## config.mk

```make
export PLATFORM = sky130hd
export DESIGN_NAME = dense_layer
export DESIGN_NICKNAME = d
export VERILOG_FILES = /design/src/rtl/dense_layer.sv
export SDC_FILE = /design/constraint.sdc
export NUM_CORES = 1
export LEC_CHECK = 0
export CELL_PAD_IN_SITES_DETAIL_PLACEMENT = 0
export CELL_PAD_IN_SITES_GLOBAL_PLACEMENT = 1
export CORE_MARGIN = 10
export CORE_UTILIZATION = 35
export DETAILED_ROUTE_END_ITERATION = 6
export PLACE_DENSITY = 0.66
export SKIP_CTS_REPAIR_TIMING = 1
export SYNTH_ARGS = -nofsm -noshare
export SYNTH_HDL_FRONTEND = slang
export SYNTH_SLANG_ARGS = --single-unit
```

## constraint.sdc

```tcl
create_clock -name clk -period 12.35 [get_ports clk]
set_input_delay 2.47 -clock clk [delete_from_list [all_inputs] [get_ports clk]]
set_output_delay 2.47 -clock clk [all_outputs]
set_load 0.005 [all_outputs]
```

## src/rtl/dense_layer.sv

```systemverilog
// Fully-connected layer: one signed MAC per cycle over the pooled activations, saturated Q-format logits out.
// Each neuron takes IN_DIM+1 cycles, done pulses one cycle after the last write; no backpressure.
module dense_layer #(
   parameter int DATA_WIDTH = 16,
   parameter int FRAC_BITS  = 7,
   parameter int IN_DIM     = 1568,
   parameter int OUT_DIM    = 10
) (
   input  logic                              clk,
   input  logic                              reset,
   input  logic                              start,
   output logic [$clog2(IN_DIM)-1:0]         in_addr,
   output logic                              in_en,
   input  logic signed [DATA_WIDTH-1:0]      in_q,
   output logic [$clog2(IN_DIM*OUT_DIM)-1:0] w_addr,
   output logic                              w_en,
   input  logic signed [DATA_WIDTH-1:0]      w_q,
   output logic [$clog2(OUT_DIM)-1:0]        b_addr,
   output logic                              b_en,
   input  logic signed [DATA_WIDTH-1:0]      b_q,
   output logic [$clog2(OUT_DIM)-1:0]        out_addr,
   output logic                              out_en,
   output logic                              out_we,
   output logic signed [DATA_WIDTH-1:0]      out_d,
   output logic                              busy,
   output logic                              done
);

   localparam int IW = $clog2(IN_DIM);
   localparam int WW = $clog2(IN_DIM*OUT_DIM);
   localparam int OW = $clog2(OUT_DIM);
   localparam int PW = 2*DATA_WIDTH;
   localparam int AW = PW + IW;

   localparam logic [IW-1:0] I_LAST = IW'(IN_DIM-1);
   localparam logic [OW-1:0] O_LAST = OW'(OUT_DIM-1);
   localparam logic signed [AW-1:0] SAT_HI = {{(AW-DATA_WIDTH+1){1'b0}}, {(DATA_WIDTH-1){1'b1}}};
   localparam logic signed [AW-1:0] SAT_LO = {{(AW-DATA_WIDTH+1){1'b1}}, {(DATA_WIDTH-1){1'b0}}};
   localparam logic signed [DATA_WIDTH-1:0] D_MAX = {1'b0, {(DATA_WIDTH-1){1'b1}}};
   localparam logic signed [DATA_WIDTH-1:0] D_MIN = {1'b1, {(DATA_WIDTH-1){1'b0}}};

   typedef enum logic [1:0] {IDLE, MAC, WRITE, FINISH} state_t;

   state_t state, state_nxt;

   logic [IW-1:0]                i, i_nxt;
   logic [OW-1:0]                o, o_nxt;
   logic signed [AW-1:0]         acc, acc_nxt;
   logic signed [PW-1:0]         prod;
   logic signed [AW-1:0]         prod_ext, bias_ext, shifted;
   logic signed [DATA_WIDTH-1:0] sat_val;

   logic [IW-1:0]                in_addr_nxt;
   logic [WW-1:0]                w_addr_nxt;
   logic [OW-1:0]                b_addr_nxt, out_addr_nxt;
   logic signed [DATA_WIDTH-1:0] out_d_nxt;
   logic                         in_en_nxt, w_en_nxt, b_en_nxt, out_en_nxt, out_we_nxt, done_nxt;
   logic                         launch;

   assign prod     = in_q * w_q;
   assign prod_ext = {{IW{prod[PW-1]}}, prod};
   assign bias_ext = {{(AW-DATA_WIDTH-FRAC_BITS){b_q[DATA_WIDTH-1]}}, b_q, {FRAC_BITS{1'b0}}};
   assign shifted  = acc >>> FRAC_BITS;

   // A start still high while done pulses waits one cycle, so the controller sees done before the relaunch.
   assign launch = start && !done;

   always_comb begin
      if (shifted > SAT_HI)
         sat_val = D_MAX;
      else if (shifted < SAT_LO)
         sat_val = D_MIN;
      else
         sat_val = shifted[DATA_WIDTH-1:0];
   end

   always_ff @(posedge clk or posedge reset) begin
      if (reset)
         state <= IDLE;
      else
         state <= state_nxt;
   end

   always_comb begin
      state_nxt = state;
      case (state)
         IDLE:    if (launch) state_nxt = MAC;
         MAC:     if (i == I_LAST) state_nxt = WRITE;
         WRITE:   state_nxt = (o == O_LAST) ? FINISH : MAC;
         FINISH:  state_nxt = IDLE;
         default: state_nxt = IDLE;
      endcase
   end

   always_comb begin
      i_nxt        = i;
      o_nxt        = o;
      acc_nxt      = acc;
      in_addr_nxt  = in_addr;
      w_addr_nxt   = w_addr;
      b_addr_nxt   = b_addr;
      out_addr_nxt = out_addr;
      out_d_nxt    = out_d;
      in_en_nxt    = 1'b0;
      w_en_nxt     = 1'b0;
      b_en_nxt     = 1'b0;
      out_en_nxt   = 1'b0;
      out_we_nxt   = 1'b0;
      done_nxt     = 1'b0;
      busy         = (state != IDLE);
      case (state)
         IDLE: begin
            if (launch) begin
               i_nxt       = '0;
               o_nxt       = '0;
               in_addr_nxt = '0;
               w_addr_nxt  = '0;
               b_addr_nxt  = '0;
               in_en_nxt   = 1'b1;
               w_en_nxt    = 1'b1;
               b_en_nxt    = 1'b1;
            end
         end
         MAC: begin
            acc_nxt = ((i == '0) ? bias_ext : acc) + prod_ext;
            if (i != I_LAST) begin
               i_nxt       = i + 1'b1;
               in_addr_nxt = i + 1'b1;
               w_addr_nxt  = w_addr + 1'b1;
               in_en_nxt   = 1'b1;
               w_en_nxt    = 1'b1;
            end
         end
         WRITE: begin
            out_addr_nxt = o;
            out_d_nxt    = sat_val;
            out_en_nxt   = 1'b1;
            out_we_nxt   = 1'b1;
            if (o != O_LAST) begin
               o_nxt       = o + 1'b1;
               i_nxt       = '0;
               in_addr_nxt = '0;
               w_addr_nxt  = w_addr + 1'b1;
               b_addr_nxt  = o + 1'b1;
               in_en_nxt   = 1'b1;
               w_en_nxt    = 1'b1;
               b_en_nxt    = 1'b1;
            end
         end
         FINISH:  done_nxt = 1'b1;
         default: done_nxt = 1'b0;
      endcase
   end

   always_ff @(posedge clk or posedge reset) begin
      if (reset) begin
         i        <= '0;
         o        <= '0;
         acc      <= '0;
         in_addr  <= '0;
         w_addr   <= '0;
         b_addr   <= '0;
         out_addr <= '0;
         out_d    <= '0;
         in_en    <= 1'b0;
         w_en     <= 1'b0;
         b_en     <= 1'b0;
         out_en   <= 1'b0;
         out_we   <= 1'b0;
         done     <= 1'b0;
      end else begin
         i        <= i_nxt;
         o        <= o_nxt;
         acc      <= acc_nxt;
         in_addr  <= in_addr_nxt;
         w_addr   <= w_addr_nxt;
         b_addr   <= b_addr_nxt;
         out_addr <= out_addr_nxt;
         out_d    <= out_d_nxt;
         in_en    <= in_en_nxt;
         w_en     <= w_en_nxt;
         b_en     <= b_en_nxt;
         out_en   <= out_en_nxt;
         out_we   <= out_we_nxt;
         done     <= done_nxt;
      end
   end

endmodule

```

=== Word-level counts from Yosys, hierarchy flattened ===
Index checks and enable logic that the tools add are counted.

* Output and inout bits: 56
* Register bits: 98
* Input bits: 51

* Magnitude comparators: 2
* Add/sub/neg operators: 4
* $mul: 1
* Muxes and demuxes: 25
* Equality and inequality tests: 11
* Reduce and logical (&&, ||, !) cells: 10

{| class="wikitable"
|+ Operator list
! kind !! count
|-
| 43-bit by 32-bit adder with 43-bit output || 1
|-
| 43-bit two-way mux || 1
|-
| 14-bit two-way mux || 3
|-
| 14-bit case mux with 3 select lines || 1
|-
| 36-bit by 16-bit greater-than comparator with 1-bit output, second input constant || 1
|-
| 36-bit by 16-bit < comparator with 1-bit output, second input constant || 1
|-
| 11-bit two-way mux || 3
|-
| 11-bit case mux with 3 select lines || 1
|-
| 16-bit by 16-bit multiplier with 32-bit output || 1
|-
| 16-bit two-way mux || 2
|-
| 14-bit by 1-bit adder with 14-bit output, second input constant || 1
|-
| 11-bit by 1-bit adder with 11-bit output, second input constant || 1
|-
| 11-bit equality test, second input constant || 1
|-
| 11-bit logical NOT || 1
|-
| 11-bit != test, second input constant || 1
|-
| 4-bit two-way mux || 2
|-
| 2-bit != test, second input constant || 4
|-
| 2-bit case mux with 4 select lines || 1
|-
| 4-bit case mux with 2 select lines || 1
|-
| 2-bit two-way mux || 3
|-
| 1-bit two-way mux || 5
|-
| 4-bit by 1-bit adder with 4-bit output, second input constant || 1
|-
| 2-bit equality test, second input constant || 2
|-
| 4-bit equality test, second input constant || 1
|-
| 12 further kinds || 13
|}

=== Depth between registers and ports, before layout ===
* Depth after elaboration: 4
* Depth in mapped cells: 30
* Mapped depth without buffers: 28

=== Least setup slack after synthesis ===
No wires, ideal clock.

* Path type: input-to-reg
* Start point: input port w_q[1]
* End point: register acc[42]
* Setup time: 0.126 ns
* Setup slack: 3.148 ns
* Stages on the path: 25
* Buffers on the path: 1
* Arrival: 9.076 ns
* Cell sequence: clkbuf_1 -> nand2_1 -> inv_1 -> fa_1 -> inv_1 -> fa_1 -> fa_1 -> fa_1 -> inv_1 -> fa_1 -> inv_1 -> fa_1 -> inv_1 -> ha_1 -> and4_1 -> and2_1 -> nand2_1 -> a21oi_2 -> o41ai_4 -> a21oi_2 -> a41oi_2 -> a31oi_1 -> xnor2_1 -> xnor2_1 -> a221o_1

* Cells in the longest elaborated chain, start to end: 2

{| class="wikitable"
|+ RTL lines
! element !! RTL line !! text
|-
| from (decl) || 17 || <nowiki>input logic signed [DATA_WIDTH-1:0] w_q,</nowiki>
|-
| 16-bit by 16-bit multiplier with 32-bit output || 60 || <nowiki>assign prod = in_q * w_q;</nowiki>
|-
| 43-bit by 32-bit adder with 43-bit output || 125 || <nowiki>acc_nxt = ((i == '0) ? bias_ext : acc) + prod_ext;</nowiki>
|-
| to (signal assigned) || 174 || <nowiki>acc <= acc_nxt;</nowiki>
|-
| to (decl) || 48 || <nowiki>logic signed [AW-1:0] acc, acc_nxt;</nowiki>
|}

No other way between the ends.
A chain may end at the register's enable or synchronous reset.

=== Worst setup path after layout ===
* Start point: input port in_q[15]
* End point: register acc[42]

* Cells in the longest elaborated chain, start to end: 2

{| class="wikitable"
|+ RTL lines
! element !! RTL line !! text
|-
| from (decl) || 14 || <nowiki>input logic signed [DATA_WIDTH-1:0] in_q,</nowiki>
|-
| 16-bit by 16-bit multiplier with 32-bit output || 60 ||
|-
| 43-bit by 32-bit adder with 43-bit output || 125 ||
|}

No other way between the ends.

==> results.md <==
- Worst-Margin Slew: 1.04 ns
- Post-synth top area cell: fa_1
- Drt wl/cell: 16.8 microns
- Flop-to-flop setup slack: 3.72 ns
- Worst-skew pair later-pin latency: 0.35 ns
- Post-route ant nets: 0
- Setup_tns: 0 ns
- Crit path from: in_q[15]
- Max Slew Vio Count: 0
- Cells after synthesis: ~1.9k
- FMAX: 98.4 MHz
- Top-count cell post-synth: inv_1
- PortBufs: 106
- Total number of vias: 12.3k
- Crit path time final: a little over 10 ns
- Crit path largest cell delay: 0.98 ns
- Area of the multi-input gates: 13100 sq um
- Setup crit end kind: flip-flop
- CTS max path bufs: 2
- Yosys warnings: 0
- Worst Hold Class: reg2reg
- Outcome: finished clean
- Vias in the first global route: 13.9k
- Post-synthesis sequential area ratio: between 10% and 20%
- Post-Syn Area: between 15000 and 20000 sq um
- Diode count: 0
- Worst-path maximum fanout: 16
- Slew HR: 30.2%
- Layout cell share with drive strength beyond 1: 4.16%
- Asr flop ratio synth: between 90% and 100%
- Worst Path Required: 12.58 ns
- CTS sink count: 98
- Critical path type: in2reg
- Syn_nets: 2377
- Number of flops mapped to enable cells by yosys: 0
- Die height: 243 microns
- Initial antenna violation count: 0
- Nets: 2440
- Clock slew seen by the registers of the worst setup and hold paths: 0.07 ns
- Non-Filler Instances: 2586
- DP HPWL: between 30000 and 40000 microns
- Setup Viol. Count Final: 0
- Final core utilization: 39.6%
- Root Driver: clkbuf_16
- Worst r2r src: i[0]$_DFFE_PP0P_
- Flip-flop and latch area: 2450 sq um
- Largest net degree at the start of global routing: 53
- Die W: 243 microns
- Effective utilization at floorplan: 35.5%
- TritonRoute pass-1 iters: 4
- Cts bufs inserted: 9
- FILL cells: roughly 5.0k
- Worst r2r dst: acc[42]$_DFFE_PP0P_
- First-pass GRT wire length: 74300 microns
- Crit share post-route: between 80% and 90%
- CTS tree: yes
- Area after DPL: 19100 sq um
- Hold path start: acc[1]$_DFFE_PP0P_
- CP Launch Type: input port
- I/O pin cnt: 107
- Placed insts: around 2.6k
- Top FF cell, synth: dfrtp_1
- Final WL: 43400 microns
- Worst r2r path cells: 27
- Post-DR vias/cell: 4.74
- Top cells by count, synth: inv_1 (432), fa_1 (342), nand2_1 (195), ha_1 (130), and2_1 (128)
- Design Area, Final: 19400 sq um
- Post-synth cell types: 57
- Main area contributors after synthesis: fa_1 (39%), dfrtp_1 (14%), ha_1 (9.3%)
- Max H-tree Level: 3
- DR iter-0 viols: 482
- Slowest CP cell: fa_1
- GPL Wtd Cong: just over 0.8
- Grt ovf: 0
- Endpoints failing hold: 0
- RSZ-0062 raised after global routing: false
- Area Growth Syn to Fin: 11.6%
- Placeable Area: 49100 sq um
- Avg Cell Area, Syn: 9.39 sq um
- Top cell type's share of synthesized area: 39.3%
- Crit path to: acc[42]$_DFFE_PP0P_
- Die area: 59100 sq um
- Max-cap violations: 0
- Tot GR Track Use: 15.4%
- Post-synthesis register bit count: 98
- Remaining DRCs: 0
- Skew final: 0.00968 ns
- Worst path arrival time: 10.40 ns
- Row cnt: 81
[cell families (layout without fill, tap and decap cells)]
family	Yosys count	in the layout	share of synthesized area, %
AND/OR/NAND/NOR	503	503	14.2
buffers and inverters	493	561	10.7
adder cells (fa/ha/maj)	472	472	48.6
AO/OA/AOI/OAI	189	189	6.84
flip-flops	98	98	14.1
XOR/XNOR	57	57	2.87
multiplexers	42	42	2.69
[flip-flops by register name, summed over array words and instances (netlist names)]
register	cells
acc	43
out_d	16
w_addr	14
i	11
o	4
out_addr	4
state	2
b_en	1
done	1
out_we	1
w_en	1
[worst min-delay path by stage]
stage | cells after the start | endpoint
finish | 1 | acc[1]$_DFFE_PP0P_
global placement | 1 | acc[0]$_DFFE_PP0P_
detailed placement | 1 | acc[0]$_DFFE_PP0P_
CTS | 1 | acc[0]$_DFFE_PP0P_
global route | 1 | acc[0]$_DFFE_PP0P_
floorplan | 1 | acc[0]$_DFFE_PP0P_
[through the flow]
step | hold WS (ns) | setup WS, ns
after detailed placement | 0.491 | 1.76
after floorplan | 0.472 | 3.15
after CTS | 0.507 | 2.12
final | 0.505 | 2.19
after global placement | 0.481 | 1.89
after global routing | 0.531 | 1.64
[final cells by class]
class / instances / area share, %
clock inverter: 7 / 0.431
sequential: 98 / 12.6
tap: 664 / 4.27
multi-input combinational: 1263 / 67.5
inverter: 433 / 8.37
clock buffer: 9 / 1.16
timing repair buffer: 112 / 5.69
[placed cells by master, fill, tap and decap left out, types with 2 or more instances in the layout]
cell,Yosys,routed
inv_1,432,431
fa_1,342,341
nand2_1,195,195
ha_1,130,129
and2_1,128,128
clkdlybuf4s50_1,0,106
dfrtp_1,98,98
a21oi_1,75,75
nor2_1,74,74
mux2_2,39,39
xnor2_1,37,37
a21o_1,33,33
o21ai_0,31,31
nand3_1,22,22
xor2_1,20,20
nand4_1,16,16
nor2b_1,13,13
nor3_1,11,11
nand2b_1,10,10
o21bai_1,9,9
clkbuf_16,0,9
nor4_1,7,7
a31oi_1,7,7
or3_1,6,6
buf_4,2,6
and3_1,5,5
and4_1,5,5
o21ai_1,4,4
a211oi_1,4,4
or4_1,3,3
a21oi_2,3,3
o211ai_1,3,3
mux2i_1,3,3
inv_6,0,3
nor4_2,2,2
o31ai_1,3,2
o22ai_1,2,2
a22oi_1,2,2
[per-layer routing]
metal / routed length [microns] / vias up / GRT usage (%)
met5: 0 / - / 0
met4: 449 / 0 / 2.24
met3: 553 / 29 / 0.890
met2: 24400 / 113 / 30.1
met1: 17900 / 6357 / 18.5
li1: - / 5760 / -
[critical path: cells and delay by family]
family	cells	cell delay (ns)
fa+ha+maj	7	4.20
compound gates	6	1.29
buf+inv	6	1.13
simple gates	4	0.82
xor+xnor	2	0.48
Power is not shown: default switching activity piles up to over one toggle a cycle in this logic, so the estimate is an artifact.
